File: src/rtl/led_pkg.sv
// ============================================================================
// Module  : led_pkg
// Purpose : Shared types and default timing constants for the smart-LED
//           serial front end (receive state enum, colour word, helpers).
// Revision: 1.0 - initial release
// ============================================================================
`default_nettype none

package led_pkg;

  // Default frame geometry and timing, in clk cycles at 50 MHz.
  localparam int DEF_NUM_BITS     = 24;    // G7..G0, R7..R0, B7..B0
  localparam int DEF_T_BIT_THRESH = 30;    // 0.6 us high => logic 1
  localparam int DEF_T_RESET      = 2500;  // 50 us low   => latch gap

  // One pixel's colour word, MSB first on the wire.
  typedef logic [DEF_NUM_BITS-1:0] color_t;

  // Receive state machine encoding.
  typedef enum logic [1:0] {
    IDLE = 2'd0,
    HIGH = 2'd1,
    LOW  = 2'd2
  } led_rx_state_t;

  // Saturating increment used by all pulse-width counters.
  function automatic logic [31:0] sat_inc(input logic [31:0] value,
                                          input logic [31:0] limit);
    if (value >= limit) begin
      return limit;
    end
    return value + 32'd1;
  endfunction

endpackage : led_pkg

`default_nettype wire

File: src/rtl/led_din_sync.sv
// ============================================================================
// Module  : led_din_sync
// Purpose : Two-flop synchronizer for the asynchronous serial input plus a
//           third flop for edge detection. Provides the synchronized level
//           and single-cycle rise/fall strobes.
// Revision: 1.0 - initial release
// ============================================================================
`default_nettype none

module led_din_sync (
  input  logic clk,
  input  logic rst_n,
  input  logic din,
  output logic s,
  output logic rise,
  output logic fall
);

  logic meta_q;
  logic meta_d;
  logic sync_q;
  logic sync_d;
  logic dly_q;
  logic dly_d;

  // Next-state for the three-stage shift chain.
  always_comb begin
    meta_d = din;
    sync_d = meta_q;
    dly_d  = sync_q;
  end

  // Synchronizer and edge-detect flops, cleared by synchronous reset.
  always_ff @(posedge clk) begin
    if (!rst_n) begin
      meta_q <= 1'b0;
      sync_q <= 1'b0;
      dly_q  <= 1'b0;
    end else begin
      meta_q <= meta_d;
      sync_q <= sync_d;
      dly_q  <= dly_d;
    end
  end

  assign s    = sync_q;
  assign rise = sync_q & ~dly_q;
  assign fall = ~sync_q & dly_q;

endmodule : led_din_sync

`default_nettype wire

File: src/rtl/led_din_decoder.sv
// ============================================================================
// Module  : led_din_decoder
// Purpose : Single-wire NRZ (WS2812-style) receiver. Captures the first
//           NUM_BITS bits of a frame into a colour word, regenerates every
//           later bit on dout for the next pixel, and commits the word on
//           the latch gap.
// Options : FRAME_ERR_EN - adds frame_err, a one-cycle pulse on a partial
//           frame at the latch gap or on an over-long high pulse.
// Revision: 1.0 - initial release
// ============================================================================
`default_nettype none

module led_din_decoder
  import led_pkg::*;
#(
  parameter int NUM_BITS     = DEF_NUM_BITS,
  parameter int T_BIT_THRESH = DEF_T_BIT_THRESH,
  parameter int T_RESET      = DEF_T_RESET
) (
  input  logic                clk,
  input  logic                rst_n,
  input  logic                din,
  output logic                dout,
  output logic [NUM_BITS-1:0] color_out,
  output logic                color_valid,
  output logic                busy
`ifdef FRAME_ERR_EN
  ,
  output logic                frame_err
`endif
);

  localparam int HI_W = $clog2(T_BIT_THRESH + 1);
  localparam int LO_W = $clog2(T_RESET + 1);
  localparam int BC_W = $clog2(NUM_BITS + 1);

  localparam logic [HI_W-1:0] HI_MAX   = HI_W'(T_BIT_THRESH);
  localparam logic [LO_W-1:0] LO_MAX   = LO_W'(T_RESET);
  localparam logic [BC_W-1:0] BC_FULL  = BC_W'(NUM_BITS);

  // --------------------------------------------------------------------------
  // Input conditioning
  // --------------------------------------------------------------------------
  logic s;
  logic rise;
  logic fall;

  led_din_sync u_sync (
    .clk   (clk),
    .rst_n (rst_n),
    .din   (din),
    .s     (s),
    .rise  (rise),
    .fall  (fall)
  );

  // --------------------------------------------------------------------------
  // State
  // --------------------------------------------------------------------------
  led_rx_state_t       state_q,   state_d;
  logic [HI_W-1:0]     hi_cnt_q,  hi_cnt_d;
  logic [LO_W-1:0]     lo_cnt_q,  lo_cnt_d;
  logic [BC_W-1:0]     bit_cnt_q, bit_cnt_d;
  logic [NUM_BITS-1:0] shift_q,   shift_d;
  logic [NUM_BITS-1:0] color_q,   color_d;
  logic                valid_q,   valid_d;
  logic                busy_q,    busy_d;
  logic                fwd_q,     fwd_d;
  logic                dout_q,    dout_d;

  logic [HI_W-1:0]     hi_inc;
  logic [LO_W-1:0]     lo_inc;
  logic                bit_val;
  logic                latch_gap;

`ifdef FRAME_ERR_EN
  // Raw high-time counter that keeps counting past T_BIT_THRESH so that a
  // pulse longer than four bit thresholds can be flagged.
  localparam int LONG_LIM = 4 * T_BIT_THRESH + 1;
  localparam int LONG_W   = $clog2(LONG_LIM + 1);

  logic [LONG_W-1:0] long_cnt_q, long_cnt_d;
  logic [LONG_W-1:0] long_inc;
  logic              err_q,      err_d;
`endif

  // Saturating increments. The rise cycle itself is spent entering HIGH,
  // so at the fall the counter trails the pulse width by one; the
  // incremented value is therefore the true width of the high pulse.
  always_comb begin
    hi_inc  = HI_W'(sat_inc(32'(hi_cnt_q), 32'(T_BIT_THRESH)));
    lo_inc  = LO_W'(sat_inc(32'(lo_cnt_q), 32'(T_RESET)));
    bit_val = (hi_inc >= HI_MAX);
  end

  // Receive FSM next-state, capture shift register and commit logic.
  always_comb begin
    state_d   = state_q;
    hi_cnt_d  = hi_cnt_q;
    lo_cnt_d  = lo_cnt_q;
    bit_cnt_d = bit_cnt_q;
    shift_d   = shift_q;
    color_d   = color_q;
    valid_d   = 1'b0;
    busy_d    = busy_q;
    latch_gap = 1'b0;

    case (state_q)
      IDLE: begin
        if (rise) begin
          state_d  = HIGH;
          hi_cnt_d = '0;
          busy_d   = 1'b1;
        end
      end

      HIGH: begin
        if (fall) begin
          // Only this pixel's own bits are captured; later bits are
          // forwarded and bit_cnt parks at NUM_BITS to mark that.
          if (bit_cnt_q < BC_FULL) begin
            shift_d   = {shift_q[NUM_BITS-2:0], bit_val};
            bit_cnt_d = bit_cnt_q + 1'b1;
          end
          state_d  = LOW;
          lo_cnt_d = '0;
        end else begin
          // A stuck-high line simply saturates here; no timeout.
          hi_cnt_d = hi_inc;
        end
      end

      LOW: begin
        lo_cnt_d = lo_inc;
        // The latch gap takes priority over a rise in the same cycle.
        if (lo_inc == LO_MAX) begin
          latch_gap = 1'b1;
          state_d   = IDLE;
          if (bit_cnt_q == BC_FULL) begin
            color_d = shift_q;
            valid_d = 1'b1;
          end
          bit_cnt_d = '0;
          busy_d    = 1'b0;
        end else if (rise) begin
          state_d  = HIGH;
          hi_cnt_d = '0;
        end
      end

      default: begin
        state_d = IDLE;
      end
    endcase
  end

  // Forward-enable and regenerated output: once the word is full, the
  // synchronized line is copied to dout through one output flop.
  always_comb begin
    fwd_d  = (bit_cnt_d == BC_FULL);
    dout_d = s & fwd_q;
  end

`ifdef FRAME_ERR_EN
  // Long-pulse tracking and frame-error strobe.
  always_comb begin
    long_inc   = LONG_W'(sat_inc(32'(long_cnt_q), 32'(LONG_LIM)));
    long_cnt_d = long_cnt_q;
    err_d      = 1'b0;

    if ((state_q == IDLE && rise) || (state_q == LOW && !latch_gap && rise)) begin
      long_cnt_d = '0;
    end else if (state_q == HIGH) begin
      if (fall) begin
        if ((hi_inc == HI_MAX) && (long_inc > LONG_W'(4 * T_BIT_THRESH))) begin
          err_d = 1'b1;
        end
      end else begin
        long_cnt_d = long_inc;
      end
    end

    if (latch_gap && (bit_cnt_q != '0) && (bit_cnt_q < BC_FULL)) begin
      err_d = 1'b1;
    end
  end

  // Frame-error registers.
  always_ff @(posedge clk) begin
    if (!rst_n) begin
      long_cnt_q <= '0;
      err_q      <= 1'b0;
    end else begin
      long_cnt_q <= long_cnt_d;
      err_q      <= err_d;
    end
  end

  assign frame_err = err_q;
`endif

  // All receive state and registered outputs.
  always_ff @(posedge clk) begin
    if (!rst_n) begin
      state_q   <= IDLE;
      hi_cnt_q  <= '0;
      lo_cnt_q  <= '0;
      bit_cnt_q <= '0;
      shift_q   <= '0;
      color_q   <= '0;
      valid_q   <= 1'b0;
      busy_q    <= 1'b0;
      fwd_q     <= 1'b0;
      dout_q    <= 1'b0;
    end else begin
      state_q   <= state_d;
      hi_cnt_q  <= hi_cnt_d;
      lo_cnt_q  <= lo_cnt_d;
      bit_cnt_q <= bit_cnt_d;
      shift_q   <= shift_d;
      color_q   <= color_d;
      valid_q   <= valid_d;
      busy_q    <= busy_d;
      fwd_q     <= fwd_d;
      dout_q    <= dout_d;
    end
  end

  assign dout        = dout_q;
  assign color_out   = color_q;
  assign color_valid = valid_q;
  assign busy        = busy_q;

endmodule : led_din_decoder

`default_nettype wire

File: config.mk
export PLATFORM = sky130hd
export DESIGN_NAME = led_din_decoder
export DESIGN_NICKNAME = d
export VERILOG_FILES = /design/src/rtl/led_pkg.sv /design/src/rtl/led_din_sync.sv /design/src/rtl/led_din_decoder.sv
export SDC_FILE = /design/constraint.sdc
export NUM_CORES = 1
export LEC_CHECK = 0
export BUFFER_PORTS_ARGS = -buffer_cell sky130_fd_sc_hd__clkbuf_2
export CORE_MARGIN = 2
export CORE_UTILIZATION = 35
export CTS_BUF_LIST = sky130_fd_sc_hd__clkbuf_8
export DETAILED_ROUTE_END_ITERATION = 12
export PLACE_DENSITY = 0.49
export RECOVER_POWER = 100
export SETUP_SLACK_MARGIN = 0.1
export SYNTH_ARGS = -nofsm -noshare
export SYNTH_HDL_FRONTEND = slang
export SYNTH_SLANG_ARGS = --single-unit
File: constraint.sdc
create_clock -name clk -period 4.5 [get_ports clk]
set_input_delay 0.675 -clock clk [delete_from_list [all_inputs] [get_ports clk]]
set_output_delay 0.675 -clock clk [all_outputs]
set_load 0.1 [all_outputs]
# Word level (Yosys, flattened, before mapping)
# Index checks and enable logic that the tools add are counted.
totals:
  out_inout_bits: 27
  regBits: 79
  word_cells: 69
  inputBits: 3
classes:
  order_cmp: 4
  n_bitwise: 5
  muxes: 24
  addsub: 3
  n_reduce_logical: 10
  eq_ne: 10
op_table:
  columns: ["cell", "n"]
  rows:
  - ["5-bit two-way mux", 8]
  - ["12-bit two-way mux", 3]
  - ["12-bit case mux with 2 select lines", 1]
  - ["5-bit case mux with 3 select lines", 1]
  - ["3-bit AND reduction", 5]
  - ["12-bit by 1-bit adder with 12-bit output, second input constant", 1]
  - ["12-bit == test, second input constant", 1]
  - ["12-bit greater-or-equal comparator, second input constant", 1]
  - ["5-bit by 1-bit adder with 5-bit output, second input constant", 2]
  - ["5-bit == test, second input constant", 2]
  - ["5-bit greater-or-equal comparator, second input constant", 2]
  - ["2-bit != test, second input constant", 5]
  - ["5-bit case mux with 2 select lines", 1]
  - ["2-bit two-way mux", 3]
  - ["2-bit case mux with 3 select lines", 1]
  - ["5-bit < comparator, second input constant", 1]
  - ["1-bit two-way mux", 5]
  - ["2-bit nonzero test", 2]
  - ["1-bit AND", 3]
  - ["3-bit nonzero test", 1]
  - ["2-bit by 1-bit == test with 1-bit output, second input constant", 1]
  - ["2-bit == test, second input constant", 1]
  - ["2-bit zero test", 1]
  - ["1-bit NOT", 2]
  - ["2 further kinds", 2]

# Logic depth before layout (Yosys ltp)
# Gate-level depths: netlist (run 1).
logic_depth:
  word_depth: 7
  mapped_depth: 9
  mapped_depth_nobuf: 8

# Modules after synthesis
# From an unflattened synthesis (run 1), not the netlist that was laid out.
hier_totals:
  cells_unflattened: 468
  hier_area_um2: 3831.2
by_module_without_submodules:
  columns: ["module", "seq_area_each_um2", "cells_per_inst", "area_per_inst_um2", "n_inst"]
  rows:
  - ["led_din_decoder", 1521.5, 460, 3739.8, 1]
  - ["led_din_sync", 60.1, 8, 91.3, 1]

# Worst setup path after synthesis (run 1)
# Ideal clock, no wire load.
synth_timing:
  path_type: "flip-flop to flip-flop"
  startpoint: "reg lo_cnt_q[0]"
  endpoint: "reg color_q[10], in the netlist color_out[10]"
  path_buffers: 1
  required_ps: 4428
  setup_slack_ps: 1902
  t_arrival_ps: 2526
  period_less_slack_ps: 2598
  path_stages_with_launch: 9
  setup_ps: 72
  path_cell_list: "dfxtp_1 -> ha_1 -> nand3_4 -> o31a_1 -> nor4_4 -> a41oi_4 -> nor4_4 -> buf_6 -> mux2i_1"
synth_between:
  elab_chain_len: 5
  elab_cells_between_ends: 6
  classes_between: "add/sub: 1; order compare: 1; eq/ne: 1; mux: 2; reduce/logical: 1"
synth_rtl:
  columns: ["element", "line_no", "rtl"]
  rows:
  - ["start: declaration", "led_din_decoder.sv:62", "logic [LO_W-1:0] lo_cnt_q, lo_cnt_d;"]
  - ["start signal: assignment", "led_din_decoder.sv:218", "lo_cnt_q <= lo_cnt_d;"]
  - ["12-bit greater-or-equal comparator", "led_pkg.sv:29", "if (value >= limit) begin"]
  - ["1-bit two-way mux", "led_pkg.sv:29", null]
  - ["12-bit two-way mux *", "led_pkg.sv:32", "return value + 32'd1;"]
  - ["12-bit == test *", "led_din_decoder.sv:136", "if (lo_inc == LO_MAX) begin"]
  - ["3-bit AND reduction (no source line) *", null, null]
  - ["end signal: assignment", "led_din_decoder.sv:221", "color_q <= color_d;"]
  - ["end: declaration", "led_din_decoder.sv:65", "logic [NUM_BITS-1:0] color_q, color_d;"]
# Every way passes the cells marked *; elsewhere a longest branch is shown, timed or not.
# A chain may end at the register's enable or synchronous reset.

==> results of run 1 <==
==> flip-flops by register name (all words and copies together) (netlist names), 2 cells and up <==
register	count
bit_cnt_q	5
color_out	24
hi_cnt_q	5
lo_cnt_q	12
shift_q	24
state_q	2
==> layer usage <==
layer	share of wire	wire [µm]
met1	0.49	4210
met2	0.45	3860
met3	0.041	349
met4	0.019	162
met5	0	0
==> area by class of cell <==
type | count | area (µm²)
Timing Repair Buffer | 35 | 144
Clock inverter | 6 | 82.6
Tap cell | 140 | 175
Inverter | 13 | 48.8
Fill cell | 1163 | 6550
Clock buffer | 10 | 138
Multi-Input combinational cell | 354 | 2020
Sequential cell | 79 | 1580
==> logic make-up (layout without fill, tap and decap cells) <==
family	after synthesis	count (layout)	share of synthesized area
simple gates	201	201	0.248
compound gates	111	111	0.177
flops	79	79	0.412
buf+inv	41	64	0.0479
mux	28	28	0.0731
fa+ha+maj	10	10	0.0326
xor+xnor	4	4	0.00913
==> worst paths after layout <==
| check | to | slack, ns | from | cells past startpoint |
|---|---|---|---|---|
| worst max-delay path | fwd_q | 1.20 | rst_n | 5 |
| worst max register to register | color_out[12] | 1.26 | lo_cnt_q[0] | 8 |
| worst min register to register | u_sync.s | 0.44 | u_sync.meta_q | 1 |
| worst min-delay path | u_sync.s | 0.44 | u_sync.meta_q | 1 |
==> cell usage after synthesis (2+ instances only) <==
| library cell | n | area, µm² |
|---|---|---|
| nor4_4 | 2 | 42.5 |
| or4_1 | 2 | 15.0 |
| dfxtp_1 | 79 | 1580 |
| buf_4 | 3 | 22.5 |
| nor2_1 | 25 | 93.8 |
| a22oi_1 | 2 | 15.0 |
| mux2i_1 | 28 | 280 |
| xnor2_1 | 2 | 17.5 |
| nor3b_1 | 2 | 15.0 |
| and4_1 | 3 | 26.3 |
| and2_1 | 7 | 43.8 |
| and3_1 | 4 | 25.0 |
| clkinv_1 | 2 | 7.51 |
| buf_6 | 2 | 22.5 |
| nor2b_1 | 6 | 37.5 |
| a21oi_1 | 54 | 270 |
| a41oi_1 | 2 | 17.5 |
| inv_1 | 11 | 41.3 |
| nand4_1 | 11 | 68.8 |
| a211oi_1 | 3 | 22.5 |
| buf_2 | 3 | 15.0 |
| nand4b_1 | 2 | 17.5 |
| a31oi_1 | 5 | 31.3 |
| o22ai_1 | 2 | 12.5 |
| o211ai_1 | 3 | 22.5 |
| nor3_1 | 5 | 25.0 |
| nand2b_1 | 4 | 25.0 |
| ha_1 | 10 | 125 |
| nand2_1 | 115 | 432 |
| clkbuf_1 | 20 | 75.1 |
| xor2_1 | 2 | 17.5 |
| nand3_1 | 9 | 45.0 |
| a21boi_0 | 2 | 15.0 |
| o21ai_0 | 22 | 110 |
==> worst max-delay path, delay by kind of cell <==
| kind | cells | cell delay, ns |
|---|---|---|
| AOI/OAI and AO/OA | 2 | 0.86 |
| buffers and inverters | 2 | 1.86 |
| and+or+nand+nor | 1 | 0.18 |
==> power breakdown <==
group / internal (mW) / switching, mW / leakage [nW] / total [mW]
registers: 0.701 / 0.00227 / 0.637 / 0.703
clock network: 0.326 / 0.261 / 0.118 / 0.586
logic: 0.00958 / 0.0355 / 0.605 / 0.0450
total: 1.04 / 0.298 / 1.36 / 1.33
==> through the flow <==
stage | util | instances | setup slack, ns | power, mW
global route | 0.390 | 637 | 0.904 | 1.39
floorplan | - | 474 | 1.90 | 0.754
detailed placement | 0.378 | 621 | 1.77 | 0.766
global placement | 0.378 | 621 | 1.82 | 0.766
finish | 0.390 | 637 | 1.20 | 1.33
CTS | 0.399 | 637 | 1.74 | 1.36
==> tab_implementation.tex, run 1 <==
\begin{tabular}{lr}
\hline
Metric & Value \\
\hline
\multicolumn{2}{l}{\textbf{Clock tree}} \\
\quad Cell chosen for the clock root & clkbuf\_8 \\
\quad Buffers from clock root to sink, at most & 2 \\
\quad CTS tree & yes \\
\quad \# resized after CTS & 0 \\
\quad Clock transition at path regs & 0.08 ns \\
\quad Total clock buffers created by CTS & 9 \\
\quad Total clock sinks & 79 \\
\quad Source-to-sink clock delay at the later pin of the worst-skew pair & 0.35 ns \\
\quad Cts-stage hold buffer count & 0 \\
\quad CTS HTree Levels & 3 \\
\quad Buffers inserted by post-CTS timing repair & 0 \\
\multicolumn{2}{l}{\textbf{Final layout}} \\
\quad Diodes inserted & 0 \\
\quad Final Instance Area & 4190 µm² \\
\quad Commonest cells after routing, fill and taps aside & nand2\_1, dfxtp\_1, a21oi\_1, clkbuf\_1, mux2i\_1 \\
\quad Share of post-route cells with drive strength above 1 & 0.0443 \\
\quad Nets@finish & slightly above 500 \\
\quad Most common library cell in the layout ignoring fill and taps & nand2\_1 \\
\quad Signed area change from the synthesized netlist to the final layout & 9.33\% \\
\multicolumn{2}{l}{\textbf{Global routing}} \\
\quad Largest net degree at the start of global routing & 61 \\
\quad GRT busiest layer & met2 \\
\quad Met3 layer usage reported by global route & 0.0335 \\
\quad Total grt overflow & 0 \\
\quad Met1 Resource Use GR & 0.209 \\
\quad First-pass GRT wire length & 14700 µm \\
\quad Total global routing track utilization & 0.156 \\
\quad Antenna violations before repair & 0 \\
\quad Fraction of met2 tracks used by global routing & 0.242 \\
\quad Via count of the first global-routing pass & 3032 \\
\multicolumn{2}{l}{\textbf{Pwr}} \\
\quad Static leakage & 1.36 nW \\
\quad Total power divided by cell area & between 300 and 400 nW/µm² \\
\quad Worst-case vdd ir drop & around 170 µV \\
\multicolumn{2}{l}{\textbf{Run}} \\
\quad Max-capacitance violation count & 1 \\
\multicolumn{2}{l}{\textbf{Critical path}} \\
\quad Signal arrival time at the worst endpoint & 3.58 ns \\
\quad Dominant cell type by count on the critical path & clkbuf\_1 \\
\quad Category of the critical setup timing path & in -> reg \\
\quad Worst-path fanout max & 60 \\
\quad Worst-path cell chain & clkbuf\_1, clkbuf\_1, o21ai\_0, a311o\_1, nor3b\_1 \\
\quad Critical Path Max Stage Delay & roughly 1.8 ns \\
\quad Worst Setup Start Kind & input pin \\
\quad Required time worst endpoint & approximately 4.8 ns \\
\quad Slowest cell on crit path & clkbuf\_1 \\
\quad Critical path capture point type & flip-flop \\
\multicolumn{2}{l}{\textbf{Run status}} \\
\quad Failing checks & max-capacitance violations, max-slew violations \\
\quad Outcome & finished with violations \\
\multicolumn{2}{l}{\textbf{STA}} \\
\quad Unrepaired setup endpoints after global routing & no \\
\quad Final setup vio count & 0 \\
\quad Max Clk Rate & 303 MHz \\
\quad Slew of the pin with the lowest slew margin & about 2.5 ns \\
\quad Maximum clock skew at final layout & 0.00533 ns \\
\quad Shortest clock period the worst path allows after layout & 3.30 ns \\
\quad Worst relative slew slack & -0.636 \\
\quad Minimum hold slack & around 0.44 ns \\
\quad Final hold viol count & 0 \\
\quad Setup\_tns & 0 ns \\
\quad Total count of max-transition violations in the final report & 61 \\
\quad Final period util & 0.734 \\
\multicolumn{2}{l}{\textbf{Yosys}} \\
\quad Net count after synthesis & 487 \\
\quad Register bit count reported by yosys & roughly 80 \\
\quad Syn avg cell area & 8.09 µm² \\
\quad Most used flip-flop cell after synthesis & dfxtp\_1 \\
\quad Share of synthesized area occupied by flip-flops and latches & 0.412 \\
\quad Share of flip-flops with an asynchronous set or reset & 0 \\
\quad Syn. warnings & 0 \\
\quad Number of instances in the synthesized netlist & 474 \\
\quad Number of enable flip-flop cells after synthesis & 0 \\
\quad Synthesized area & 3840 µm² \\
\quad Distinct cell type count after synthesis & 54 \\
\multicolumn{2}{l}{\textbf{Floorplanning}} \\
\quad Core area & between 10000 and 15000 µm² \\
\quad Horizontal die dimension & 109 µm \\
\quad Initial Util & 0.357 \\
\quad Die Span Y & about 110 µm \\
\quad Full die area & 11800 µm² \\
\quad Standard-cell rows & 38 \\
\quad IO Pins & 30 \\
\multicolumn{2}{l}{\textbf{Route}} \\
\quad Antenna Nets Post-Route & 0 \\
\quad Detailed-route wire length per cell & 13.5 µm \\
\quad Vias after detailed routing & 3305 \\
\quad Drt initial violations & 181 \\
\quad Total wire length & 8570 µm \\
\quad Avg Vias per Cell & just over 5 \\
\quad 1st-pass router iterations & 4 \\
\quad Residual DRC count & 0 \\
\multicolumn{2}{l}{\textbf{Worst hold path}} \\
\quad Tightest Hold Check Type & reg -> reg \\
\multicolumn{2}{l}{\textbf{Placement}} \\
\quad Final estimated routing congestion in global placement & 0.870 \\
\quad Count of buffers inserted at the top-level ports & 29 \\
\quad Placed wire-length estimate & 5850 µm \\
\quad Dpl cell area & 4070 µm² \\
\hline
\end{tabular}
Power figures use the tool's default switching activity.
==> run 2, diff against run 1 <==
clock period = 3.4 ns   (was 4.5 ns; I/O delays follow)
==> tab_implementation.tex, run 2 (synthesis gave the netlist of run 1 again) <==
\begin{tabular}{lr}
\hline
Metric & Value \\
\hline
\multicolumn{2}{l}{\textbf{Run status}} \\
\quad Outcome & finished with violations \\
\quad Failing checks & max-capacitance violations, max-slew violations \\
\multicolumn{2}{l}{\textbf{STA}} \\
\quad Final hold viol count & 0 \\
\quad Unrepaired setup endpoints after global routing & no \\
\quad Slew of the pin with the lowest slew margin & 1.78 ns \\
\quad Final period util & 0.876 \\
\quad Total count of max-transition violations in the final report & between 40 and 50 \\
\quad Maximum clock skew at final layout & 0.0134 ns \\
\quad Final setup vio count & 0 \\
\quad Max Clk Rate & 336 MHz \\
\quad Shortest clock period the worst path allows after layout & approximately 3 ns \\
\quad Worst relative slew slack & -0.186 \\
\quad Setup\_tns & 0 ns \\
\multicolumn{2}{l}{\textbf{Global routing}} \\
\quad First-pass GRT wire length & about 15000 µm \\
\quad Largest net degree at the start of global routing & 44 \\
\quad Antenna violations before repair & 0 \\
\quad Via count of the first global-routing pass & 3090 \\
\quad Total grt overflow & 0 \\
\quad Total global routing track utilization & 0.159 \\
\multicolumn{2}{l}{\textbf{Critical path}} \\
\quad Signal arrival time at the worst endpoint & 3.26 ns \\
\quad Register-to-register path setup slack & 0.42 ns \\
\quad Slowest cell on crit path & dfxtp\_1 \\
\quad Critical path capture point type & flip-flop \\
\quad Worst-path fanout max & 25 \\
\quad Critical Path Max Stage Delay & 0.47 ns \\
\quad R2R depth & 8 \\
\quad Crit Reg-Reg Startpoint & lo\_cnt\_q[0] \\
\quad FF-to-FF End & color\_out[4] \\
\quad Worst-path cell chain & ha\_1, nand3\_4, o31a\_1, nor4\_4, a41oi\_1, nor4\_4, buf\_4, mux2i\_1 \\
\quad Category of the critical setup timing path & reg -> reg \\
\quad Worst Setup Start Kind & flip-flop \\
\quad Required time worst endpoint & 3.68 ns \\
\quad Dominant cell type by count on the critical path & nor4\_4 \\
\multicolumn{2}{l}{\textbf{Clock tree}} \\
\quad Cell chosen for the clock root & clkbuf\_8 \\
\quad Buffers from clock root to sink, at most & 2 \\
\quad Total clock sinks & 79 \\
\quad CTS HTree Levels & 3 \\
\quad Clock transition at path regs & $\sim$0.09 ns \\
\quad Cts-stage hold buffer count & 0 \\
\quad Buffers inserted by post-CTS timing repair & 0 \\
\quad CTS tree & yes \\
\quad Total clock buffers created by CTS & 9 \\
\quad Source-to-sink clock delay at the later pin of the worst-skew pair & 0.36 ns \\
\quad \# resized after CTS & 0 \\
\multicolumn{2}{l}{\textbf{Floorplanning}} \\
\quad Full die area & 11800 µm² \\
\quad IO Pins & 30 \\
\quad Die Span Y & about 110 µm \\
\quad Standard-cell rows & 38 \\
\quad Core area & about 11000 µm² \\
\quad Initial Util & 0.357 \\
\quad Horizontal die dimension & 109 µm \\
\multicolumn{2}{l}{\textbf{Placement}} \\
\quad Count of buffers inserted at the top-level ports & 29 \\
\quad Final estimated routing congestion in global placement & 0.867 \\
\quad Placed wire-length estimate & 5840 µm \\
\multicolumn{2}{l}{\textbf{Final layout}} \\
\quad Commonest cells after routing, fill and taps aside & nand2\_1, dfxtp\_1, a21oi\_1, clkbuf\_1, mux2i\_1 \\
\quad Diodes inserted & 0 \\
\quad Nets@finish & 505 \\
\quad Most common library cell in the layout ignoring fill and taps & nand2\_1 \\
\quad Number of filler cells placed in the layout & 1153 \\
\quad Share of post-route cells with drive strength above 1 & 0.0523 \\
\quad Signed area change from the synthesized netlist to the final layout & 10.2\% \\
\multicolumn{2}{l}{\textbf{Route}} \\
\quad Vias after detailed routing & 3328 \\
\quad Avg Vias per Cell & 5.22 \\
\quad 1st-pass router iterations & 4 \\
\quad Total wire length & 8880 µm \\
\quad Detailed-route wire length per cell & 13.9 µm \\
\quad Drt initial violations & between 150 and 200 \\
\quad Residual DRC count & 0 \\
\quad Antenna Nets Post-Route & 0 \\
\multicolumn{2}{l}{\textbf{Worst hold path}} \\
\quad Min-Delay Path Depth & 2 \\
\quad Worst hold path startpoint & din \\
\quad Worst Hold Path EP & u\_sync.meta\_q \\
\quad Tightest Hold Check Type & in -> reg \\
\multicolumn{2}{l}{\textbf{Pwr}} \\
\quad Total power & 1.79 mW \\
\quad Worst-case vdd ir drop & 213 µV \\
\quad Total power divided by cell area & about 420 nW/µm² \\
\quad Static leakage & 1.36 nW \\
\multicolumn{2}{l}{\textbf{Run}} \\
\quad Max-capacitance violation count & 1 \\
\hline
\end{tabular}
==> run 2: layer usage <==
metal	vias to the layer above	share of wire	wire [µm]	track usage
li1	1685	-	-	-
met1	1557	0.49	4350	0.211
met2	69	0.45	4000	0.246
met3	17	0.040	352	0.0383
met4	0	0.020	180	0.0696
met5	-	0	0	0
==> run 2: final cells by class <==
cell class	count	area, µm²	area share
clock buffer	9	124	0.0293
clock inverter	7	100	0.0237
inverter	13	48.8	0.0115
multi-input combinational	354	2050	0.485
sequential	79	1580	0.374
tap	140	175	0.0414
timing repair buffer	35	145	0.0343
==> run 2: worst max path at each step <==
stage / endpoint / startpoint / depth (start not counted)
2_1_floorplan: color_out[10] / lo_cnt_q[0] / 8
3_3_place_gp: color_out[19] / lo_cnt_q[0] / 8
3_5_place_dp: color_out[10] / lo_cnt_q[0] / 8
4_1_cts: color_out[3] / lo_cnt_q[0] / 8
5_1_grt: fwd_q / rst_n / 5
6_report: color_out[4] / lo_cnt_q[0] / 8
==> run 2: power by group <==
part           internal, mW  switching (mW)
Combinational        0.0137          0.0475
Clock                 0.421           0.379
Sequential            0.928         0.00321
Total                  1.36           0.430
==> run 2: metrics by stage <==
stage	hold WS (ns)	instance area, µm²	setup slack, ns	cells	utilization
final	0.357	4230	0.421	637	0.393
after global routing	0.341	4230	0.187	637	0.393
after CTS	0.343	4290	0.549	637	0.399
after detailed placement	0.426	4070	0.575	621	0.378
after global placement	0.414	4070	0.681	621	0.378
after floorplan	0.412	3840	0.802	474	-
==> run 2: worst max-delay path, delay by kind of cell, from the launching register on <==
family,cells,cell delay (ns)
flops,1,0.47
buf+inv,1,0.44
simple gates,3,0.72
compound gates,2,0.69
mux,1,0.23
fa+ha+maj,1,0.35
==> run 3, diff against run 2 <==
PLACE_DENSITY = 0.51   (was 0.49)
REMOVE_ABC_BUFFERS = 1   (was default)
clock period = 2.6 ns   (was 3.4 ns; I/O delays follow)
==> tab_implementation.tex, run 3 (synthesis gave the netlist of run 1 again) <==
\begin{tabular}{lr}
\hline
Metric & Value \\
\hline
\multicolumn{2}{l}{\textbf{Run status}} \\
\quad Outcome & finished, final reports clean \\
\multicolumn{2}{l}{\textbf{Critical path}} \\
\quad R2R depth & 9 \\
\quad Category of the critical setup timing path & reg -> reg \\
\quad Required time worst endpoint & 2.88 ns \\
\quad Slowest cell on crit path & nor4\_4 \\
\quad Critical Path Max Stage Delay & 0.38 ns \\
\quad Worst-path cell chain & ha\_4, nand3\_4, o31a\_1, nor4\_4, a41oi\_4, nor4\_4, buf\_6, clkbuf\_16, mux2i\_1 \\
\quad Signal arrival time at the worst endpoint & 2.72 ns \\
\quad Worst Setup Start Kind & flip-flop \\
\quad Dominant cell type by count on the critical path & nor4\_4 \\
\quad Worst-path fanout max & 12 \\
\quad Critical path capture point type & flip-flop \\
\multicolumn{2}{l}{\textbf{Route}} \\
\quad 1st-pass router iterations & 4 \\
\quad Vias after detailed routing & 3341 \\
\quad Detailed-route wire length per cell & 14.2 µm \\
\quad Antenna Nets Post-Route & 0 \\
\quad Residual DRC count & 0 \\
\quad Total wire length & around 9300 µm \\
\quad Avg Vias per Cell & 5.12 \\
\quad Drt initial violations & 205 \\
\multicolumn{2}{l}{\textbf{Placement}} \\
\quad Placed wire-length estimate & 5830 µm \\
\quad Worst-case setup slack after placement & 0.126 ns \\
\quad Final estimated routing congestion in global placement & 0.877 \\
\quad Count of buffers inserted at the top-level ports & 29 \\
\multicolumn{2}{l}{\textbf{Floorplanning}} \\
\quad Standard-cell rows & 38 \\
\quad Core area & 10700 µm² \\
\quad Full die area & 11800 µm² \\
\quad Die Span Y & about 110 µm \\
\quad Horizontal die dimension & 109 µm \\
\quad Initial Util & 0.357 \\
\quad IO Pins & 30 \\
\multicolumn{2}{l}{\textbf{Pwr}} \\
\quad Switching power as a share of total power & 0.235 \\
\quad Power Internal & between 1.5 and 2 mW \\
\quad Power spent charging and discharging nets & $\sim$0.52 mW \\
\quad Static leakage & 1.46 nW \\
\quad Proportion of power drawn by combinational gates & 0.036 \\
\quad Register share of total power & 0.549 \\
\quad Worst-case vdd ir drop & 221 µV \\
\quad Clock power share & 0.415 \\
\quad Total power divided by cell area & 497 nW/µm² \\
\multicolumn{2}{l}{\textbf{STA}} \\
\quad Final hold viol count & 0 \\
\quad Final setup vio count & 0 \\
\quad Shortest clock period the worst path allows after layout & 2.44 ns \\
\quad Max Clk Rate & 409 MHz \\
\quad Slew of the pin with the lowest slew margin & 1.17 ns \\
\quad Total count of max-transition violations in the final report & 0 \\
\quad Minimum hold slack & $\sim$0.25 ns \\
\quad Worst relative slew slack & 0.223 \\
\quad Unrepaired setup endpoints after global routing & no \\
\quad Final period util & 0.940 \\
\quad Maximum clock skew at final layout & 0.0120 ns \\
\quad Post-route setup slack & 0.156 ns \\
\quad Setup\_tns & 0 ns \\
\multicolumn{2}{l}{\textbf{Final layout}} \\
\quad Commonest cells after routing, fill and taps aside & nand2\_1, dfxtp\_1, a21oi\_1, mux2i\_1, clkbuf\_1 \\
\quad Final core occ & 0.415 \\
\quad Signed area change from the synthesized netlist to the final layout & 16.3\% \\
\quad Most common library cell in the layout ignoring fill and taps & nand2\_1 \\
\quad Diodes inserted & 0 \\
\quad Nets@finish & 522 \\
\quad Share of post-route cells with drive strength above 1 & 0.115 \\
\multicolumn{2}{l}{\textbf{Clock tree}} \\
\quad CTS tree & yes \\
\quad Cts-stage hold buffer count & 0 \\
\quad Total clock buffers created by CTS & 9 \\
\quad CTS HTree Levels & 3 \\
\quad Total clock sinks & 79 \\
\quad Buffers from clock root to sink, at most & 2 \\
\quad Clock transition at path regs & 0.08 ns \\
\quad Cell chosen for the clock root & clkbuf\_8 \\
\quad Source-to-sink clock delay at the later pin of the worst-skew pair & 0.35 ns \\
\multicolumn{2}{l}{\textbf{Worst hold path}} \\
\quad Tightest Hold Check Type & in -> reg \\
\quad Min-Delay Path Depth & 2 \\
\multicolumn{2}{l}{\textbf{Global routing}} \\
\quad Largest net degree at the start of global routing & 43 \\
\quad Total grt overflow & 0 \\
\quad Antenna violations before repair & 0 \\
\quad Via count of the first global-routing pass & approximately 3.0k \\
\quad Total global routing track utilization & 0.155 \\
\quad First-pass GRT wire length & $\sim$15000 µm \\
\multicolumn{2}{l}{\textbf{Run}} \\
\quad Max-capacitance violation count & 0 \\
\hline
\end{tabular}
## run 3: cell types whose count changed in the layout (fill, tap and decap cells not counted), moves of 2 or more
cell / previous run / this run
buf_4: 3 / 13
dfxtp_1: 79 / 69
dfxtp_2: 0 / 10
a41oi_1: 3 / 1
buf_6: 0 / 2
clkbuf_1: 30 / 28
clkbuf_16: 0 / 2
clkbuf_2: 2 / 4
clkbuf_4: 0 / 2
clkinvlp_4: 0 / 2
ha_1: 10 / 8
ha_4: 0 / 2
inv_6: 3 / 1
## run 3: path summary, 6_finish.rpt
kind	start	end	slack (ns)
setup / recovery	lo_cnt_q[0]	color_out[22]	0.16
hold / removal	din	u_sync.meta_q	0.25
setup reg to reg	lo_cnt_q[0]	color_out[22]	0.16
hold reg to reg	u_sync.meta_q	u_sync.s	0.44
## run 3: per-layer routing
metal / part of all wire / vias to the layer above / global-route usage
met5: 0 / - / 0
met3: 0.043 / 9 / 0.0317
met4: 0.0095 / 0 / 0.0614
met1: 0.50 / 1536 / 0.220
li1: - / 1720 / -
met2: 0.45 / 76 / 0.230
## run 3: per-stage QoR
step	total power [mW]	cells	instance area [µm²]
finish	2.22	653	4460
detailed placement	1.33	630	4150
global route	2.31	653	4460
floorplan	1.29	446	3700
global placement	1.33	630	4150
CTS	2.25	645	4340
## run 3: cell type report
class / instances / area [µm²]
Inverter: 13 / 48.8
Sequential cell: 79 / 1590
Clock inverter: 5 / 57.6
Clock buffer: 10 / 138
Multi-Input combinational cell: 354 / 2120
Tap cell: 140 / 175
Timing Repair Buffer: 52 / 330
Fill cell: 1136 / 6280
## run 3: critical path: cells and delay by family (launching register included)
family,cells,cell delay [ns]
flops,1,0.37
buf+inv,2,0.36
fa+ha+maj,1,0.18
simple gates,3,0.80
compound gates,2,0.49
mux,1,0.17
## run 3: power by group through the flow
| stage | Combinational, mW | Sequential [mW] | Clock [mW] |
|---|---|---|---|
| 2_1_floorplan | 0.0399 | 1.25 | 0 |
| 3_5_place_dp | 0.0809 | 1.25 | 0 |
| 5_1_grt | 0.0893 | 1.22 | 1.00 |
| 4_1_cts | 0.0813 | 1.22 | 0.949 |
| 3_3_place_gp | 0.0805 | 1.25 | 0 |
| 6_report | 0.0804 | 1.22 | 0.919 |
## run 3: what timing repair did
| action | CTS | global route |
|---|---|---|
| endpoints found under the setup margin | 0 | 30 |
| gates resized for setup | 0 | 21 |
| setup buffers | 0 | 6 |
